## config.mk

```make
export PLATFORM = sky130hd
export DESIGN_NAME = spi_txn_arbiter_flat
export DESIGN_NICKNAME = d
export VERILOG_FILES = /design/src/rtl/spi_txn_arbiter_if.sv /design/src/rtl/spi_txn_arbiter.sv /design/src/flat_wrapper.sv
export SDC_FILE = /design/constraint.sdc
export NUM_CORES = 1
export LEC_CHECK = 0
export BUFFER_PORTS_ARGS = -buffer_cell sky130_fd_sc_hd__buf_4
export CAP_MARGIN = 20
export CORE_MARGIN = 1.5
export CORE_UTILIZATION = 51
export DETAILED_ROUTE_END_ITERATION = 8
export PLACE_DENSITY = 0.8
export SETUP_SLACK_MARGIN = 0.05
export SLEW_MARGIN = 20
export SYNTH_ARGS = -nofsm -noshare
export SYNTH_HDL_FRONTEND = slang
export SYNTH_SLANG_ARGS = --single-unit
```

## constraint.sdc

```tcl
create_clock -name clk -period 2.2 [get_ports clk]
set_input_delay 0.33 -clock clk [delete_from_list [all_inputs] [get_ports clk]]
set_output_delay 0.33 -clock clk [all_outputs]
set_load 0.02 [all_outputs]
```

## src/rtl/spi_txn_arbiter_if.sv

```systemverilog
// Bundle between client requesters, the transaction arbiter and one spi_master byte engine.
// Handshake: req is a level held by a client; a byte is consumed on the tx_ack pulse, rx_data is valid on the rx_valid pulse, and the arbiter issues m_start only while m_busy is low.
interface spi_txn_arbiter_if #(
  parameter int NUM_REQ = 2,
  parameter int LEN_W   = 4
);
  logic [NUM_REQ-1:0]       req;
  logic [NUM_REQ*LEN_W-1:0] len;
  logic [NUM_REQ*8-1:0]     tx_data;
  logic [NUM_REQ-1:0]       tx_ack;
  logic [7:0]               rx_data;
  logic [NUM_REQ-1:0]       rx_valid;
  logic [NUM_REQ-1:0]       grant;
  logic [NUM_REQ-1:0]       done;
  logic [NUM_REQ-1:0]       cs_n;
  logic                     m_start;
  logic [7:0]               m_data;
  logic                     m_busy;
  logic                     m_new_data;
  logic [7:0]               m_rx;

  modport slave (
    input  req, len, tx_data, m_busy, m_new_data, m_rx,
    output tx_ack, rx_data, rx_valid, grant, done, cs_n, m_start, m_data
  );

  modport master (
    output req, len, tx_data, m_busy, m_new_data, m_rx,
    input  tx_ack, rx_data, rx_valid, grant, done, cs_n, m_start, m_data
  );
endinterface

```

## src/rtl/spi_txn_arbiter.sv

```systemverilog
// Round-robin arbiter sharing one spi_master among NUM_REQ clients, with per-client chip
// select and CS setup/hold/gap timing around multi-byte transactions.
module spi_txn_arbiter #(
  parameter int NUM_REQ  = 2,
  parameter int LEN_W    = 4,
  parameter int CS_SETUP = 2,
  parameter int CS_HOLD  = 2,
  parameter int CS_GAP   = 4
) (
  input  logic                clk,
  input  logic                rst,
  spi_txn_arbiter_if.slave    bus,
  output logic [2:0]          dbg_state
);
  localparam int IDX_W = (NUM_REQ > 1) ? $clog2(NUM_REQ) : 1;
  localparam int CNT_W = 8;

  typedef enum logic [2:0] {
    S_IDLE  = 3'd0,
    S_SETUP = 3'd1,
    S_ISSUE = 3'd2,
    S_WAIT  = 3'd3,
    S_HOLD  = 3'd4,
    S_GAP   = 3'd5
  } state_t;

  state_t             state;
  logic [IDX_W-1:0]   rr;
  logic [IDX_W-1:0]   owner;
  logic [LEN_W:0]     remaining;
  logic [CNT_W-1:0]   cnt;
  logic [IDX_W-1:0]   win;
  logic               found;
  logic [LEN_W-1:0]   len_win;
  logic [NUM_REQ-1:0] win_onehot;
  int                 idx;

  assign dbg_state = state;

  // First requester at or after the round-robin pointer, wrapping around.
  always_comb begin
    found = 1'b0;
    win   = '0;
    idx   = 0;
    for (int k = 0; k < NUM_REQ; k++) begin
      idx = int'(rr) + k;
      if (idx >= NUM_REQ) idx = idx - NUM_REQ;
      if (!found && bus.req[idx]) begin
        found = 1'b1;
        win   = IDX_W'(idx);
      end
    end
  end

  assign len_win    = bus.len[win*LEN_W +: LEN_W];
  assign win_onehot = NUM_REQ'(1) << win;

  always_ff @(posedge clk) begin
    if (rst) begin
      state        <= S_IDLE;
      rr           <= '0;
      owner        <= '0;
      remaining    <= '0;
      cnt          <= '0;
      bus.grant    <= '0;
      bus.cs_n     <= '1;
      bus.tx_ack   <= '0;
      bus.rx_valid <= '0;
      bus.done     <= '0;
      bus.m_start  <= 1'b0;
      bus.m_data   <= '0;
      bus.rx_data  <= '0;
    end else begin
      bus.m_start  <= 1'b0;
      bus.tx_ack   <= '0;
      bus.rx_valid <= '0;
      bus.done     <= '0;
      case (state)
        S_IDLE: begin
          if (found) begin
            owner     <= win;
            bus.grant <= win_onehot;
            bus.cs_n  <= ~win_onehot;
            // A zero length field encodes the maximum transfer of 2^LEN_W bytes.
            remaining <= (len_win == '0) ? (LEN_W+1)'(1 << LEN_W) : {1'b0, len_win};
            rr        <= (win == IDX_W'(NUM_REQ-1)) ? '0 : IDX_W'(win + 1'b1);
            cnt       <= '0;
            state     <= S_SETUP;
          end
        end
        S_SETUP: begin
          if (cnt == CNT_W'(CS_SETUP-1)) begin
            cnt   <= '0;
            state <= S_ISSUE;
          end else begin
            cnt <= cnt + 1'b1;
          end
        end
        S_ISSUE: begin
          if (!bus.m_busy) begin
            bus.m_start <= 1'b1;
            bus.m_data  <= bus.tx_data[owner*8 +: 8];
            bus.tx_ack  <= bus.grant;
            state       <= S_WAIT;
          end
        end
        S_WAIT: begin
          if (bus.m_new_data) begin
            bus.rx_data  <= bus.m_rx;
            bus.rx_valid <= bus.grant;
            remaining    <= remaining - 1'b1;
            cnt          <= '0;
            state        <= (remaining == (LEN_W+1)'(1)) ? S_HOLD : S_ISSUE;
          end
        end
        S_HOLD: begin
          if (cnt == CNT_W'(CS_HOLD-1)) begin
            bus.cs_n  <= '1;
            bus.grant <= '0;
            bus.done  <= bus.grant;
            cnt       <= '0;
            state     <= S_GAP;
          end else begin
            cnt <= cnt + 1'b1;
          end
        end
        S_GAP: begin
          if (cnt == CNT_W'(CS_GAP-1)) begin
            cnt   <= '0;
            state <= S_IDLE;
          end else begin
            cnt <= cnt + 1'b1;
          end
        end
        default: state <= S_IDLE;
      endcase
    end
  end
endmodule

```

## src/flat_wrapper.sv

```systemverilog
// flat-port wrapper written by rule: the top's interface ports become plain ports
module spi_txn_arbiter_flat 
#(
  parameter int NUM_REQ  = 2,
  parameter int LEN_W    = 4,
  parameter int CS_SETUP = 2,
  parameter int CS_HOLD  = 2,
  parameter int CS_GAP   = 4
)
  (clk, rst, dbg_state, bus_req, bus_len, bus_tx_data, bus_m_busy, bus_m_new_data, bus_m_rx, bus_tx_ack, bus_rx_data, bus_rx_valid, bus_grant, bus_done, bus_cs_n, bus_m_start, bus_m_data);
  spi_txn_arbiter_if #(.NUM_REQ(NUM_REQ), .LEN_W(LEN_W)) bus_i ();
  input  logic clk;
  input  logic rst;
  output logic [2:0] dbg_state;
  input wire logic [$bits(bus_i.req)-1:0] bus_req;
  input wire logic [$bits(bus_i.len)-1:0] bus_len;
  input wire logic [$bits(bus_i.tx_data)-1:0] bus_tx_data;
  input wire logic [$bits(bus_i.m_busy)-1:0] bus_m_busy;
  input wire logic [$bits(bus_i.m_new_data)-1:0] bus_m_new_data;
  input wire logic [$bits(bus_i.m_rx)-1:0] bus_m_rx;
  output wire logic [$bits(bus_i.tx_ack)-1:0] bus_tx_ack;
  output wire logic [$bits(bus_i.rx_data)-1:0] bus_rx_data;
  output wire logic [$bits(bus_i.rx_valid)-1:0] bus_rx_valid;
  output wire logic [$bits(bus_i.grant)-1:0] bus_grant;
  output wire logic [$bits(bus_i.done)-1:0] bus_done;
  output wire logic [$bits(bus_i.cs_n)-1:0] bus_cs_n;
  output wire logic [$bits(bus_i.m_start)-1:0] bus_m_start;
  output wire logic [$bits(bus_i.m_data)-1:0] bus_m_data;
  assign bus_i.req = bus_req;
  assign bus_i.len = bus_len;
  assign bus_i.tx_data = bus_tx_data;
  assign bus_i.m_busy = bus_m_busy;
  assign bus_i.m_new_data = bus_m_new_data;
  assign bus_i.m_rx = bus_m_rx;
  assign bus_tx_ack = bus_i.tx_ack;
  assign bus_rx_data = bus_i.rx_data;
  assign bus_rx_valid = bus_i.rx_valid;
  assign bus_grant = bus_i.grant;
  assign bus_done = bus_i.done;
  assign bus_cs_n = bus_i.cs_n;
  assign bus_m_start = bus_i.m_start;
  assign bus_m_data = bus_i.m_data;
  spi_txn_arbiter #(.NUM_REQ(NUM_REQ), .LEN_W(LEN_W), .CS_SETUP(CS_SETUP), .CS_HOLD(CS_HOLD), .CS_GAP(CS_GAP)) u_core (.clk(clk), .rst(rst), .bus(bus_i), .dbg_state(dbg_state));
endmodule
```

==> results of run 1 <==
[state kept, by name, indices dropped and copies added, names as in the netlist, 2 cells and up]
register	flops
u_core.bus.m_data	8
u_core.bus.rx_data	8
u_core.bus.tx_ack	2
u_core.bus.rx_valid	2
u_core.cnt	8
u_core.bus.cs_n	2
u_core.bus.done	2
u_core.bus.grant	2
u_core.dbg_state	3
u_core.remaining	5
[worst max-delay path by stage]
stage,start,to,slack (ns),depth (start not counted)
2_1_floorplan,u_core.cnt[0],u_core.cnt[0],0.46,7
3_3_place_gp,u_core.cnt[0],u_core.cnt[7],0.04,6
3_5_place_dp,u_core.cnt[0],u_core.cnt[7],-0.05,6
4_1_cts,u_core.cnt[0],u_core.dbg_state[2],0.30,6
5_1_grt,u_core.cnt[0],u_core.cnt[2],0.09,6
6_report,u_core.cnt[0],u_core.dbg_state[2],0.26,6
[report_power, final]
| group | internal, mW | switching, mW | leakage [nW] |
|---|---|---|---|
| registers | 0.930 | 0.128 | 0.365 |
| logic | 0.466 | 0.614 | 0.739 |
| clock network | 0.225 | 0.285 | 0.0445 |
| total | 1.62 | 1.03 | 1.15 |
[kinds of logic after synthesis]
group / Yosys count
and+or+nand+nor: 124
AOI/OAI and AO/OA: 60
DFF: 45
buffers and inverters: 20
muxes: 13
adders and majority gates: 5
[metal layers]
layer,up-vias,wire length (um),track usage
met5,-,0,0
met4,0,82,0.108
met3,11,430,0.0625
met2,69,2430,0.374
met1,968,2110,0.246
li1,1078,-,-
[cell type report]
class | count | area [um^2]
inverters | 8 | 30.0
well taps | 50 | 62.6
multi-input cells | 202 | 1190
fillers | 344 | 1230
clock inverters | 3 | 21.3
clock buffers | 5 | 68.8
repair buffers | 74 | 556
flip-flops and latches | 45 | 901
[Yosys cell counts (all sizes together) (2+ instances only)]
master and count:
mux2i 10, and2 5, a31oi 6, nor4 4, nor2 34, nor3 8, dfxtp 45, o21ai 13
clkbuf 5, and3b 2, buf 7, nand2b 2, or4 2, nand3 13, nand2 42, o211ai 3
inv 8, nand3b 4, nor3b 2, a211oi 8, mux2 3, ha 5, a21oi 23
[through the flow]
| step | worst slack, ns | area (um^2) |
|---|---|---|
| after detailed placement | -0.0473 | 2740 |
| after floorplan | 0.458 | 2180 |
| after global routing | 0.0906 | 2830 |
| after CTS | 0.299 | 2830 |
| final | 0.262 | 2830 |
| after global placement | 0.0419 | 2740 |
[worst max-delay path, delay by kind of cell (launching register included)]
| kind | cells | cell delay (ns) |
|---|---|---|
| AOI/OAI and AO/OA | 4 | 0.71 |
| adders and majority gates | 1 | 0.23 |
| DFF | 1 | 0.45 |
| and+or+nand+nor | 1 | 0.47 |
==> impl_results.md, run 1 <==
* Critical R2R Launch: u_core.cnt[0]
* RSZ-0062 raised after global routing: false
* Die height at 68.3 um
* Crit. End Element: flop
* Vias per Instance at 5.49
* Die Width at around 68 um
* Drt first pass iters at 4
* Dpl hpwl at 3680 um
* Largest net degree at the start of global routing at 39
* Hold path cells at 2
* DR vias at 2126
* Port bufs at 67
* Design Power at 2.65 mW
* Global-route usage over all layers at 0.218
* Nets at approximately 380
* Synth area leader: dfxtp_1
* Post-synth EDFFs at 0
* R2R cell count at 6
* Area contributors post-synth: dfxtp_1 41%, nand2_1 7.2%, nor2_1 5.9%, a21oi_1 5.1%, mux2i_1 4.6%
* # IOs at 68
* # diodes at 0
* Distinct cells, synth at 42
* Warnings, synthesis at 0
* WL/cell at 13.0 um
* Synth Area per Inst at 8.15 um^2
* Pins Over Slew Limit at 0
* Vias in the first global route at 1827
* Layout cells sized above 1 at 0.276
* Hold Fails Final Rpt at 0
* Synth-to-Final Area Change at 30.0%
* Clock-pin slew on the worst setup and hold paths at roughly 0.090 ns
* H-tree levels at 2
* Post-Syn Nets at 310
* Row cnt at 23
* CTS resizes at 1
* DR DRC count at 0
* Setup repair bufs after CTS at 0
* Adder-cell area share of the yosys netlist at 0.0287
* Synth Area in Simple Gates at 0.270
* Slowest CP cell: or4b_1
* Post-CTS Hold Buffers at 0
* CTS tree: done
* Initial Utilization at 0.537
* Fmax at around 520 MHz
* Commonest non-fill, non-tap cell in the layout: buf_4
* Antenna-violating nets left at 0
* CP Class: flop to flop
* Dpl cells at 379
* Min Hold Slack at 0.252 ns
* Post-Syn Area at around 0.0022 mm^2
* Asr flop ratio synth at 0
* P_leak at 1.15 nW
* Share of the yosys chip area belonging to registers at 0.414
* Clk_skew at approximately 0.0064 ns
* Run status: complete, no violations
* Crit share post-route at 0.881
* Largest family of logic cells by synthesized area: simple AND/OR/NAND/NOR gates
* Maxcap violations at 0
* Min Tclk post-route at 1.94 ns
* Clock root cell: clkbuf_8
* Synth Area in XOR/XNOR at 0
* Peak supply drop at 545 uV
* Setup_tns at 0 ns
* Final cell count without fillers at 387
* # clock sinks at 45
* Most frequent cells in the layout: 74 x buf_4, 45 x dfxtp_1, 42 x nand2_1
* Placer Congestion at 0.829
* CP Launch Type: flop
* Synth Area in Compound Gates at 0.185
* Num CTS Buffers at 5
* Remaining global-route overflow at 0
* HP Class: input port to flop
* Cell count after synthesis at 267
* Final Setup Violations at 0
* Antenna violations before repair at 0
* Max transition margin at 0.556
* Hold path endpoint: u_core.bus.m_start
* Reg2Reg Capture Point: u_core.dbg_state[2]
* Mux contribution to synthesized area at 0.0615
* Slowest cell delay on critical path at 0.47 ns
* Final core utilization at 0.698
* Area share of the largest cell type after synthesis at 0.414
* Worst reg-to-reg setup slack at between 0.2 and 0.3 ns
* Critical path, cell by cell: ha_1, or4b_1, o22ai_2, o31a_4, a21oi_2, a311oi_2
* Yosys reg bits at 45
* Core area at 0.00406 mm^2
* Maximum fanout along the worst path at 6
* WP data arrival at about 2.2 ns
* Top FF cell, synth: dfxtp_1
* Power Dens Cells at 936 mW/mm^2
* Worst Path Required at 2.42 ns
* Initial DRC count at 61
* Maximum root-to-sink buffer count at 2
* First-pass GRT wire length at 7680 um
* Least-Margin Pin Slew at 0.663 ns
* WL final at 5050 um
* Worst hold start: bus_m_busy
* Worst skew pair latency at approximately 0.30 ns
* Die area at 0.00467 mm^2
Note: power is estimated with default switching activity, not from simulation.
==> run 2: changes to the inputs <==
clock period = 2.1 ns   (was 2.2 ns; I/O delays follow)
==> impl_results.md, run 2 (same netlist as run 1, synthesis figures left out) <==
* Most frequent cells in the layout: 74 x buf_4, 44 x dfxtp_1, 42 x nand2_1
* Clock root cell: clkbuf_8
* Initial DRC count at 91 (+49%)
* CP Class: flop to flop
* Min Hold Slack at 0.236 ns (-0.0163 ns)
* DR DRC count at 0 (unchanged)
* WL/cell at 13.2 um (+0.85%)
* DP Area at 0.00274 mm^2 (unchanged)
* Clock-pin slew on the worst setup and hold paths at 0.08 ns (about the same)
* Setup_tns at 0 ns (unchanged)
* DR vias at 2108 (-0.85%)
* Commonest non-fill, non-tap cell in the layout: buf_4
* Worst skew pair latency at 0.30 ns (about the same)
* Placer Congestion at 0.830 (+0.17%)
* P_leak at 1.16 nW (+1.2%)
* Dpl cells at 379 (unchanged)
* Port bufs at 67 (unchanged)
* Clk_skew at 0.00715 ns (+0.000789 ns)
* CTS tree: done
* Max transition margin at 0.577 (+0.0212)
* # IOs at 68 (unchanged)
* Internal power at 1.88 mW (+16%)
* Family with the most delay on the worst path: simple AND/OR/NAND/NOR gates
* Remaining global-route overflow at 0 (unchanged)
* Vias per Instance at 5.45 (-0.85%)
* Post-route cell area at 0.00288 mm^2 (+1.9%)
* Layout cells sized above 1 at 0.285 (+0.00890)
* Maximum root-to-sink buffer count at 2 (unchanged)
* Dpl ws at -0.163 ns (-0.115 ns)
* H-tree levels at 2 (unchanged)
* Post-CTS Hold Buffers at 0 (unchanged)
* Worst Path Required at 2.27 ns (-0.15 ns)
* Vias in the first global route at 1876 (+2.7%)
* Setup repair bufs after CTS at 0 (unchanged)
* Critical path, cell by cell: inv_1, ha_1, or4b_4, o22ai_4, o31a_4, mux2i_2, nor2_1
* Buf/Inv on CP at 1 (+1)
* Global-route usage over all layers at 0.223 (+0.00495)
* Sequential cell area at 902 um^2 (+0.14%)
* Antenna-violating nets left at 0 (unchanged)
* WL final at 5090 um (+0.85%)
* Dpl hpwl at 3740 um (+1.9%)
* Synth-to-Final Area Change at 32.4%
* Core area at 0.00406 mm^2 (unchanged)
* HP Class: input port to flop
* Run status: complete, no violations
* Slowest CP cell: or4b_4
* Sequential Power Share at 0.378 (-0.022)
* Least-Margin Pin Slew at 0.631 ns (-0.0324 ns)
* Final worst slack at 0.127 ns (-0.135 ns)
* WP data arrival at 2.15 ns (about the same)
* Antenna violations before repair at 0 (unchanged)
* Fmax at 507 MHz (-1.8%)
* Maxcap violations at 0 (unchanged)
* Initial Utilization at 0.537 (unchanged)
* Crit share post-route at 0.939 (+0.0584)
* Clk pwr share at 0.231 (+0.038)
* Min Tclk post-route at 1.97 ns (+0.0346 ns)
* Crit. End Element: flop
* Pins Over Slew Limit at 0 (unchanged)
* Largest net degree at the start of global routing at 39 (unchanged)
* Final Setup Violations at 0 (unchanged)
* Row cnt at 23 (unchanged)
* Biggest regs: u_core.bus.m_data: 8 flops, u_core.bus.rx_data: 8 flops, u_core.cnt: 8 flops
* Peak supply drop at 473 uV (-13%)
* Die area at 0.00467 mm^2 (unchanged)
* Sw Share at 0.367 (-0.0209)
* Final cell count without fillers at 387 (unchanged)
* Nets at 379 (unchanged)
* Design Power at 2.97 mW (+12%)
* Multi-input gate area at 0.00121 mm^2 (+1.8%)
* Drt first pass iters at 4 (unchanged)
* Hold Fails Final Rpt at 0 (unchanged)
* Slowest cell delay on critical path at 0.48 ns (about the same)
* RSZ-0062 raised after global routing: true
* Layout fillers at 340 (-1.2%)
* First-pass GRT wire length at 7940 um (+3.3%)
* Num CTS Buffers at 5 (unchanged)
* Maximum fanout along the worst path at 6 (unchanged)
* Die Width at 68.3 um (unchanged)
* Power Dens Cells at 1030 mW/mm^2 (+10%)
* Final core utilization at 0.710 (+0.0130)
* Die height at 68.3 um (unchanged)
* # clock sinks at 45 (unchanged)
* Comb power frac at 0.391 (-0.017)
* Psw at 1.09 mW (+6.2%)
* CP Launch Type: flop
* # diodes at 0 (unchanged)
[run 2: final timing paths]
| kind | from | endpoint | slack (ns) | depth (start not counted) |
|---|---|---|---|---|
| setup / recovery | u_core.cnt[1] | u_core.dbg_state[0] | 0.13 | 7 |
| hold reg to reg | u_core.bus.rx_data[5] | u_core.bus.rx_data[5] | 0.46 | 2 |
| setup reg to reg | u_core.cnt[1] | u_core.dbg_state[0] | 0.13 | 7 |
| hold / removal | bus_m_busy | u_core.bus.m_start | 0.24 | 2 |
[run 2: worst register-to-register path: stages, from the launching register on]
cell and delay, ns:
dfxtp_1 0.37, inv_1 0.07, ha_1 0.18, or4b_4 0.48, o22ai_4 0.21, o31a_4 0.21
mux2i_2 0.24, nor2_1 0.08
[run 2: layout make-up]
| cell class | instances | area share |
|---|---|---|
| Timing Repair Buffer | 74 | 0.193 |
| Clock buffer | 6 | 0.0286 |
| Clock inverter | 2 | 0.0130 |
| Tap cell | 50 | 0.0217 |
| Sequential cell | 45 | 0.313 |
| Inverter | 8 | 0.0104 |
| Multi-Input combinational cell | 202 | 0.421 |
[run 2: per-layer routing]
metal | global-route usage | vias to the layer above | wire length (um) | part of all wire
met5 | 0 | - | 0 | 0
met4 | 0.0900 | 0 | 82 | 0.016
met3 | 0.0526 | 9 | 416 | 0.082
met2 | 0.392 | 71 | 2440 | 0.48
met1 | 0.258 | 949 | 2160 | 0.42
li1 | - | 1079 | - | -
[run 2: power by group through the flow]
| stage | Sequential, mW | Combinational [mW] | Clock (mW) |
|---|---|---|---|
| floorplan | 1.17 | 0.741 | 0 |
| global placement | 1.12 | 1.07 | 0 |
| detailed placement | 1.13 | 1.09 | 0 |
| CTS | 1.11 | 1.11 | 0.688 |
| global route | 1.15 | 1.28 | 0.727 |
| finish | 1.12 | 1.16 | 0.687 |
[run 2: what timing repair did]
action                                  CTS  global route
cloned                                    0             0
endpoints found under the setup margin    7             8
gates resized for setup                   1             5
pin swaps                                 0             1
